$ cat config.mk
export PLATFORM = sky130hd
export DESIGN_NAME = teclado_ps2
export DESIGN_NICKNAME = d
export VERILOG_FILES = /design/src/rtl/teclado_ps2_pkg.sv /design/src/rtl/ps2_rx_trama.sv /design/src/rtl/teclado_ps2.sv
export SDC_FILE = /design/constraint.sdc
export NUM_CORES = 1
export LEC_CHECK = 0
export CORE_MARGIN = 4
export CORE_UTILIZATION = 58
export CTS_CLUSTER_SIZE = 24
export DETAILED_ROUTE_END_ITERATION = 10
export PLACE_DENSITY = 0.78
export SLEW_MARGIN = 20
export SYNTH_ARGS = -nofsm -noshare
export SYNTH_HDL_FRONTEND = slang
export SYNTH_HIERARCHICAL = 1
export SYNTH_SLANG_ARGS = --single-unit
$ cat constraint.sdc
create_clock -name clk -period 2.62 [get_ports clk]
set_input_delay 0.524 -clock clk [delete_from_list [all_inputs] [get_ports clk]]
set_output_delay 0.524 -clock clk [all_outputs]
set_load 0.03 [all_outputs]
$ cat src/rtl/teclado_ps2_pkg.sv
// teclado_ps2_pkg: scan-code/ASCII constants, receiver state encoding and make-code translation
// Ports: none (package)
package teclado_ps2_pkg;
  typedef enum logic [1:0] {IDLE, DATOS, PARIDAD, PARADA} estado_t;
  localparam logic [7:0] SC_W = 8'h1D, SC_S = 8'h1B, SC_A = 8'h1C, SC_D = 8'h23;
  localparam logic [7:0] SC_I = 8'h43, SC_RST = 8'h2D, SC_P = 8'h4D;
  localparam logic [7:0] SC_BREAK = 8'hF0, SC_EXT = 8'hE0;
  localparam logic [7:0] ASC_W = 8'h57, ASC_S = 8'h53, ASC_A = 8'h41, ASC_D = 8'h44;
  localparam logic [7:0] ASC_I = 8'h49, ASC_RST = 8'h08, ASC_P = 8'h50;
  // {valid, ascii}; valid=0 for any code that is not a known make code
  function automatic logic [8:0] traducir(input logic [7:0] sc);
    traducir = sc == SC_W   ? {1'b1, ASC_W}   :
               sc == SC_S   ? {1'b1, ASC_S}   :
               sc == SC_A   ? {1'b1, ASC_A}   :
               sc == SC_D   ? {1'b1, ASC_D}   :
               sc == SC_I   ? {1'b1, ASC_I}   :
               sc == SC_RST ? {1'b1, ASC_RST} :
               sc == SC_P   ? {1'b1, ASC_P}   : 9'h000;
  endfunction
endpackage

$ cat src/rtl/ps2_rx_trama.sv
// ps2_rx_trama: PS/2 synchronizer, clock filter and 11-bit frame receiver with parity/stop/timeout checks
// Ports: clk, reset, i_ps2c, i_ps2d in; o_byte[7:0], o_byte_ok (pulse on stop edge), o_error_trama (pulse), o_ocupado out
module ps2_rx_trama
  import teclado_ps2_pkg::*;
#(
  parameter int FILTER_LEN  = 8,
  parameter int TIMEOUT_CYC = 20000
) (
  input  logic       clk,
  input  logic       reset,
  input  logic       i_ps2c,
  input  logic       i_ps2d,
  output logic [7:0] o_byte,
  output logic       o_byte_ok,
  output logic       o_error_trama,
  output logic       o_ocupado
);
  localparam int TW = $clog2(TIMEOUT_CYC + 1);
  logic [1:0] r_c_sync, r_d_sync;
  logic [FILTER_LEN-1:0] r_filt;
  logic r_fc, r_fc_q, r_par, r_err;
  logic [2:0] r_cnt;
  logic [7:0] r_data;
  logic [TW-1:0] r_tmo;
  estado_t r_state;
  logic w_fall, w_d, w_par_ok, w_timeout;
  assign w_fall    = r_fc_q & ~r_fc;
  assign w_d       = r_d_sync[1];
  assign w_par_ok  = ^{r_data, r_par};
  assign w_timeout = r_state != IDLE && !w_fall && r_tmo == TW'(TIMEOUT_CYC - 1);
  // combinational so the key register can load on the cycle right after the stop edge
  assign o_byte_ok     = w_fall && r_state == PARADA && w_d && w_par_ok;
  assign o_byte        = r_data;
  assign o_error_trama = r_err;
  assign o_ocupado     = r_state != IDLE;
  always_ff @(posedge clk) begin
    if (reset) begin
      r_c_sync <= '1;
      r_d_sync <= '1;
      r_filt   <= '1;
      r_fc     <= 1'b1;
      r_fc_q   <= 1'b1;
      r_state  <= IDLE;
      r_cnt    <= '0;
      r_tmo    <= '0;
      r_data   <= '0;
      r_par    <= 1'b0;
      r_err    <= 1'b0;
    end else begin
      r_c_sync <= {r_c_sync[0], i_ps2c};
      r_d_sync <= {r_d_sync[0], i_ps2d};
      r_filt   <= {r_filt[FILTER_LEN-2:0], r_c_sync[1]};
      r_fc     <= &r_filt ? 1'b1 : ~|r_filt ? 1'b0 : r_fc;
      r_fc_q   <= r_fc;
      r_err    <= 1'b0;
      r_tmo    <= (w_fall || r_state == IDLE) ? '0 : r_tmo + 1'b1;
      if (w_timeout) begin
        r_state <= IDLE;
        r_err   <= 1'b1;
      end else if (w_fall) begin
        case (r_state)
          IDLE: begin
            r_state <= w_d ? IDLE : DATOS;
            r_cnt   <= '0;
          end
          DATOS: begin
            r_data  <= {w_d, r_data[7:1]};
            r_cnt   <= r_cnt + 1'b1;
            r_state <= r_cnt == 3'd7 ? PARIDAD : DATOS;
          end
          PARIDAD: begin
            r_par   <= w_d;
            r_state <= PARADA;
          end
          default: begin
            r_state <= IDLE;
            r_err   <= !(w_d && w_par_ok);
          end
        endcase
      end
    end
  end
endmodule

$ cat src/rtl/teclado_ps2.sv
// teclado_ps2: PS/2 keyboard to processor interface; decodes make/break codes and holds one pending key
// Ports: clk, reset, ps2c, ps2d, interrupt_ack in; tecla[7:0], interrupt, error_trama, ocupado out
module teclado_ps2
  import teclado_ps2_pkg::*;
#(
  parameter int FILTER_LEN  = 8,
  parameter int TIMEOUT_CYC = 20000
) (
  input  logic       clk,
  input  logic       reset,
  input  logic       ps2c,
  input  logic       ps2d,
  input  logic       interrupt_ack,
  output logic [7:0] tecla,
  output logic       interrupt,
  output logic       error_trama,
  output logic       ocupado
);
  logic [7:0] w_byte;
  logic w_byte_ok, w_load;
  logic [8:0] w_tr;
  logic r_brk, r_int;
  logic [7:0] r_tecla;
  ps2_rx_trama #(.FILTER_LEN(FILTER_LEN), .TIMEOUT_CYC(TIMEOUT_CYC)) u_rx (
    .clk(clk), .reset(reset), .i_ps2c(ps2c), .i_ps2d(ps2d),
    .o_byte(w_byte), .o_byte_ok(w_byte_ok), .o_error_trama(error_trama), .o_ocupado(ocupado)
  );
  assign w_tr = traducir(w_byte);
  // an ack in the same cycle always wins over a newly arriving key
  assign w_load = w_byte_ok && !r_brk && w_tr[8] && !r_int && !interrupt_ack;
  assign tecla = r_tecla;
  assign interrupt = r_int;
  always_ff @(posedge clk) begin
    if (reset) begin
      r_brk   <= 1'b0;
      r_int   <= 1'b0;
      r_tecla <= '0;
    end else begin
      if (w_byte_ok && w_byte == SC_BREAK) r_brk <= 1'b1;
      else if (w_byte_ok && w_byte != SC_EXT) r_brk <= 1'b0;
      if (w_load) begin
        r_tecla <= w_tr[7:0];
        r_int   <= 1'b1;
      end else if (interrupt_ack) r_int <= 1'b0;
    end
  end
endmodule

**Word level (Yosys, flattened, before mapping)**

Cells that the tools add are included.

- Register bits after elaboration: 54
- Output and inout bits: 11
- Logic and storage cells: 84

- Bitwise gates (word level): 3
- Reduce and logical (&&, ||, !) cells: 33
- Muxes and demuxes: 18
- Equality and inequality tests: 14
- $add $sub $neg: 2

Operators by type and width:

| kind | count |
|---|---|
| $mux 9 | 7 |
| $eq 8x5->1 const B | 3 |
| $eq 8x6->1 const B | 2 |
| $eq 8x7->1 const B | 2 |
| $add 15x1->15 const B | 1 |
| $eq 15x15->1 const B | 1 |
| $logic_and 1x1->1 | 12 |
| $reduce_and 3->1 | 3 |
| $reduce_xor 9->1 | 1 |
| $eq 8x8->1 const B | 1 |
| $mux 1 | 8 |
| $ne 8x8->1 const B | 1 |
| $reduce_and 8->1 | 1 |
| $reduce_bool 2->1 | 4 |
| $reduce_or 8->1 | 1 |
| $pmux 2 s3 | 1 |
| $pmux 3 s2 | 1 |
| $reduce_or 2->1 | 3 |
| $logic_not 1->1 | 5 |
| $eq 2x2->1 const B | 2 |
| $add 3x1->3 const B | 1 |
| $eq 3x3->1 const B | 1 |
| $reduce_or 3->1 | 1 |
| $eq 2x1->1 const B | 1 |
| other kinds (5) | 6 |

**Longest topological paths before layout**

- Word-level depth: 12
- Gate-level depth with buffers: 8

**Hierarchy**

The synthesis kept the hierarchy.

By module, submodules not included:

| module | area each (um^2) | sequential area each (um^2) | cells an instance | instances |
|---|---|---|---|---|
| ps2_rx_trama | 1,801.7 | 880.8 | 198 | 1 |
| teclado_ps2 | 630.6 | 160.2 | 73 | 1 |

**Least setup slack after synthesis**

Ideal clock, no wire load.

- Path type: register to register
- Start: register u_rx.r_data[7] (netlist: u_rx/o_byte[7])
- End: register r_tecla[0] (netlist: tecla[0])
- Cell stages (with the launch flop): 9
- Data required time: 2,492 ps
- Clock period less this slack: 2,416 ps
- Arrival time: 2,288 ps
- Slack: 204 ps
- Setup time: 128 ps
- Path buffers: 0
- Path through: dfxtp_1 > xnor2_1 > xnor3_2 > xor2_1 > and3_1 > nand2b_1 > a2111oi_4 > o221a_1 > nor3_1

- Elaborated cells between the ends (all ways): 20
- Classes of those cells: 7 x eq/ne; 7 x mux; 6 x reduce/logical

RTL lines:

| item | RTL line | RTL |
|---|---|---|
| from (decl) | ps2_rx_trama.sv:23 | `logic [7:0] r_data;` |
| from (signal assigned) | ps2_rx_trama.sv:67 | `r_data <= {w_d, r_data[7:1]};` |
| $reduce_xor 9->1 | ps2_rx_trama.sv:29 | `assign w_par_ok = ^{r_data, r_par};` |
| $logic_and 1x1->1 | ps2_rx_trama.sv:32 | `assign o_byte_ok = w_fall && r_state == PARADA && w_d && w_par_ok;` |
| via w_byte_ok | teclado_ps2.sv:20 | `logic w_byte_ok, w_load;` |
| $logic_and 1x1->1 (4 in a row) | teclado_ps2.sv:30 | `assign w_load = w_byte_ok && !r_brk && w_tr[8] && !r_int && !interrupt_ack;` |
| to (signal assigned) | teclado_ps2.sv:42 | `r_tecla <= w_tr[7:0];` |
| to (decl) | teclado_ps2.sv:23 | `logic [7:0] r_tecla;` |

The timed path passes the listed nets, and every way through them passes these cells.
A chain may end at the register's enable or synchronous reset.

**Final worst setup path**

- Start: register u_rx.r_data[4] (netlist: u_rx/o_byte[4])
- End: register r_tecla[1] (netlist: tecla[1])

The elaborated chain is that of the path after synthesis.

==> metrics.md <==
| Metric | Value |
|---|---|
| Synth Area per Inst | `8.98 sq um` |
| I/O Buffers | `13` |
| #FFs+latches synth | `52` |
| Setup fix buffers added after clock tree synthesis | `0` |
| CTS tree | `yes` |
| Nets | `297` |
| Clk buf depth | `2` |
| Synthesized area | `2430 sq um` |
| WL final | `4440 microns` |
| R2R setup slack | `240 ps` |
| H-tree depth | `2` |
| Routed length per instance | `13.1 microns` |
| Cell Rows | `23` |
| Leakage power | `0.944 nW` |
| Initial DRC Count | `78` |
| Max-Slew Margin vs Limit | `59.8%` |
| Setup tns final | `0 ps` |
| DRC viols | `0` |
| Die ar. | `roughly 5300 sq um` |
| Unrepaired setup endpoints after global routing | `false` |
| Status | `complete, no violations` |
| I/O pin cnt | `16` |
| Critical path endpoint | `tecla[1]` |
| Cell family with most CP delay | `XOR/XNOR gates` |
| Fin crit share | `90.8%` |
| CP Class | `register to register` |
| Final Max Slew Viols | `0` |
| Fin area | `between 2000 and 3000 sq um` |
| Worst Path Max Fanout | `9` |
| Die X | `72.8 microns` |
| Most used DFF post-synth | `dfxtp_1` |
| Die span in y | `about 73 microns` |
| Final Power | `about 1.4 mW` |
| Fin util | `68.1%` |
| Largest net degree at the start of global routing | `23` |
| WP buf/inv | `1` |
| TritonRoute pass-1 iters | `4` |
| Initial core utilization | `60.4%` |
| GR Util All Layers | `19.0%` |
| Gpl congestion | `about 0.81` |
| Clock Root Buffer | `clkbuf_8` |
| WP depth | `9` |
| Fin crit period | `2380 ps` |
| Setup violations, final | `0` |
| DR vias | `about 1,900` |
| Layout Skew | `7.11 ps` |
| Min-delay worst type | `register to register` |
| Antenna fix cells | `0` |
| Clock latency on the worst-skew pair | `300 ps` |
| Yosys warning count | `6` |
| Via density | `5.55` |
| Crit path capture type | `register` |
| Post-detail-place hpwl | `approximately 3200 microns` |
| Leading cell types in the layout, fill and taps excluded | `dfxtp_1 (52), nor2_1 (31), nand2_1 (29)` |
| CP required | `2820 ps` |
| Placement-stage cell area | `2630 sq um` |
| Core Footprint | `4030 sq um` |
| Vias in the first global route | `1,823` |
| Worst Setup SP | `u_rx/o_byte[4]` |
| CP Launch Type | `register` |
| Share of cells above drive strength 1 | `15.2%` |
| Final Hold Fails | `0` |
| Number of routed nets with antenna violations | `0` |
| Mapped Cells | `271` |
| Global-route wire length before repair | `about 8000 microns` |
| Critical path's largest stage delay | `480 ps` |
| Reg2Reg Depth | `9` |
| Reg2Reg Launch Point | `u_rx/o_byte[4]` |
| CTS clk-pin slew, worst paths | `about 90 ps` |
| Worst R2R End | `tecla[1]` |
| Arrival time at the worst endpoint | `2570 ps` |
| CTS Hold Bufs | `0` |
| Cells along the critical path | `xor2_1 -> xnor3_2 -> xor2_1 -> and3_1 -> nand2b_1 -> a2111oi_4 -> buf_4 -> mux2i_1 -> nor2_1` |
| Antenna violations before repair | `0` |
| Synth unique cells | `52` |
| Remaining global-route overflow | `0` |
| Clk sink count | `between 50 and 60` |
| Post-CTS sizing | `0` |
| Layout area overhead | `12.9%` |
| Number of max-cap violations | `0` |
| Most frequent CP cell | `xor2_1` |
| Commonest non-fill, non-tap cell in the layout | `dfxtp_1` |
| Total CTS buffers | `5` |
| Fmax | `around 420 MHz` |
| Worst Tran Pin Value | `600 ps` |
| Peak VDD IR | `0.400 mV` |
| Seq/Total Area, Yosys | `a little over two fifths` |
| Asr flop ratio synth | `0%` |
| EDFF count, synth | `0` |
| PD cells | `493 nW/um^2` |
| CP max stage cell | `xnor3_2` |
==> kinds of logic (layout without fill, tap and decap cells) <==
kind of cell    Yosys count  in the layout  share of synthesized area [%]
compound gates           37             37                           11.0
xor+xnor                 20             20                           8.44
fa+ha+maj                 3              3                           1.54
buf+inv                  21             39                           4.11
flops                    52             52                           42.8
mux                       5              5                           2.06
other cells               1              2                          0.154
simple gates            132            132                           29.9
==> metal layers <==
layer	track usage, %	routed length [microns]
met1	25.7	2190
met5	0	0
met4	7.58	70
met2	29.6	2040
met3	3.99	144
==> sequential cells by signal, indices dropped and copies added, names as in the netlist <==
name	cells
interrupt	1
r_brk	1
tecla	6
u_rx/o_byte	8
u_rx/o_error_trama	1
u_rx/r_c_sync	2
u_rx/r_cnt	3
u_rx/r_d_sync	2
u_rx/r_fc	1
u_rx/r_fc_q	1
u_rx/r_filt	8
u_rx/r_par	1
u_rx/r_state	2
u_rx/r_tmo	15
==> cells in the mapped netlist (4+ instances only) <==
cell type	count	share of area, %
nor3_1	9	1.9
dfxtp_1	52	43
a21oi_1	16	3.3
nand2_1	29	4.5
nand3_1	8	1.6
xnor2_1	12	4.3
mux2i_1	5	2.1
nand4_1	5	1.3
o21ai_0	4	0.82
nor2_1	31	4.8
nor2b_1	4	1.0
nand2b_1	4	1.0
inv_1	8	1.2
or2_2	13	3.3
nor4_1	4	1.0
a211oi_1	5	1.5
clkbuf_1	4	0.62
buf_2	5	1.0
xor2_1	6	2.2
==> worst min-delay path by stage <==
stage	start	to	slack, ps	depth (start not counted)
2_1_floorplan	u_rx/r_c_sync[0]	u_rx/r_c_sync[1]	390	1
3_3_place_gp	u_rx/r_d_sync[0]	u_rx/r_d_sync[1]	390	1
3_5_place_dp	u_rx/r_c_sync[1]	u_rx/r_filt[0]	410	1
4_1_cts	u_rx/r_c_sync[1]	u_rx/r_filt[0]	430	1
5_1_grt	u_rx/r_d_sync[0]	u_rx/r_d_sync[1]	440	1
6_report	u_rx/r_c_sync[1]	u_rx/r_filt[0]	430	1
==> worst register-to-register path, stage by stage (launching register included) <==
cell and delay, ps:
dfxtp_1 360, xor2_1 160, xnor3_2 480, xor2_1 190, and3_1 210, nand2b_1 120, a2111oi_4 320, buf_4 220
mux2i_1 200, nor2_1 50
==> cell type report <==
cell class,instances,area (sq um)
Clock buffer,5,68.8
Clock inverter,3,42.5
Fill cell,307,1280
Inverter,8,30.0
Multi-Input combinational cell,199,1290
Sequential cell,52,1040
Tap cell,50,62.6
Timing Repair Buffer,23,205
==> metrics by stage <==
step                      std cells  hold WS, ps  worst slack, ps
after floorplan                 272          389              204
after global placement          332          392              324
after detailed placement        332          412              275
after CTS                       340          433              230
after global routing            340          443             59.0
final                           340          426              242
==> power breakdown <==
part / leakage [nW] / internal (mW) / switching, mW / total [mW]
registers: 0.420 / 0.793 / 0.00201 / 0.795
logic: 0.470 / 0.0103 / 0.0147 / 0.0251
clock network: 0.0541 / 0.283 / 0.250 / 0.532
Note: power is estimated with default switching activity, not from simulation.
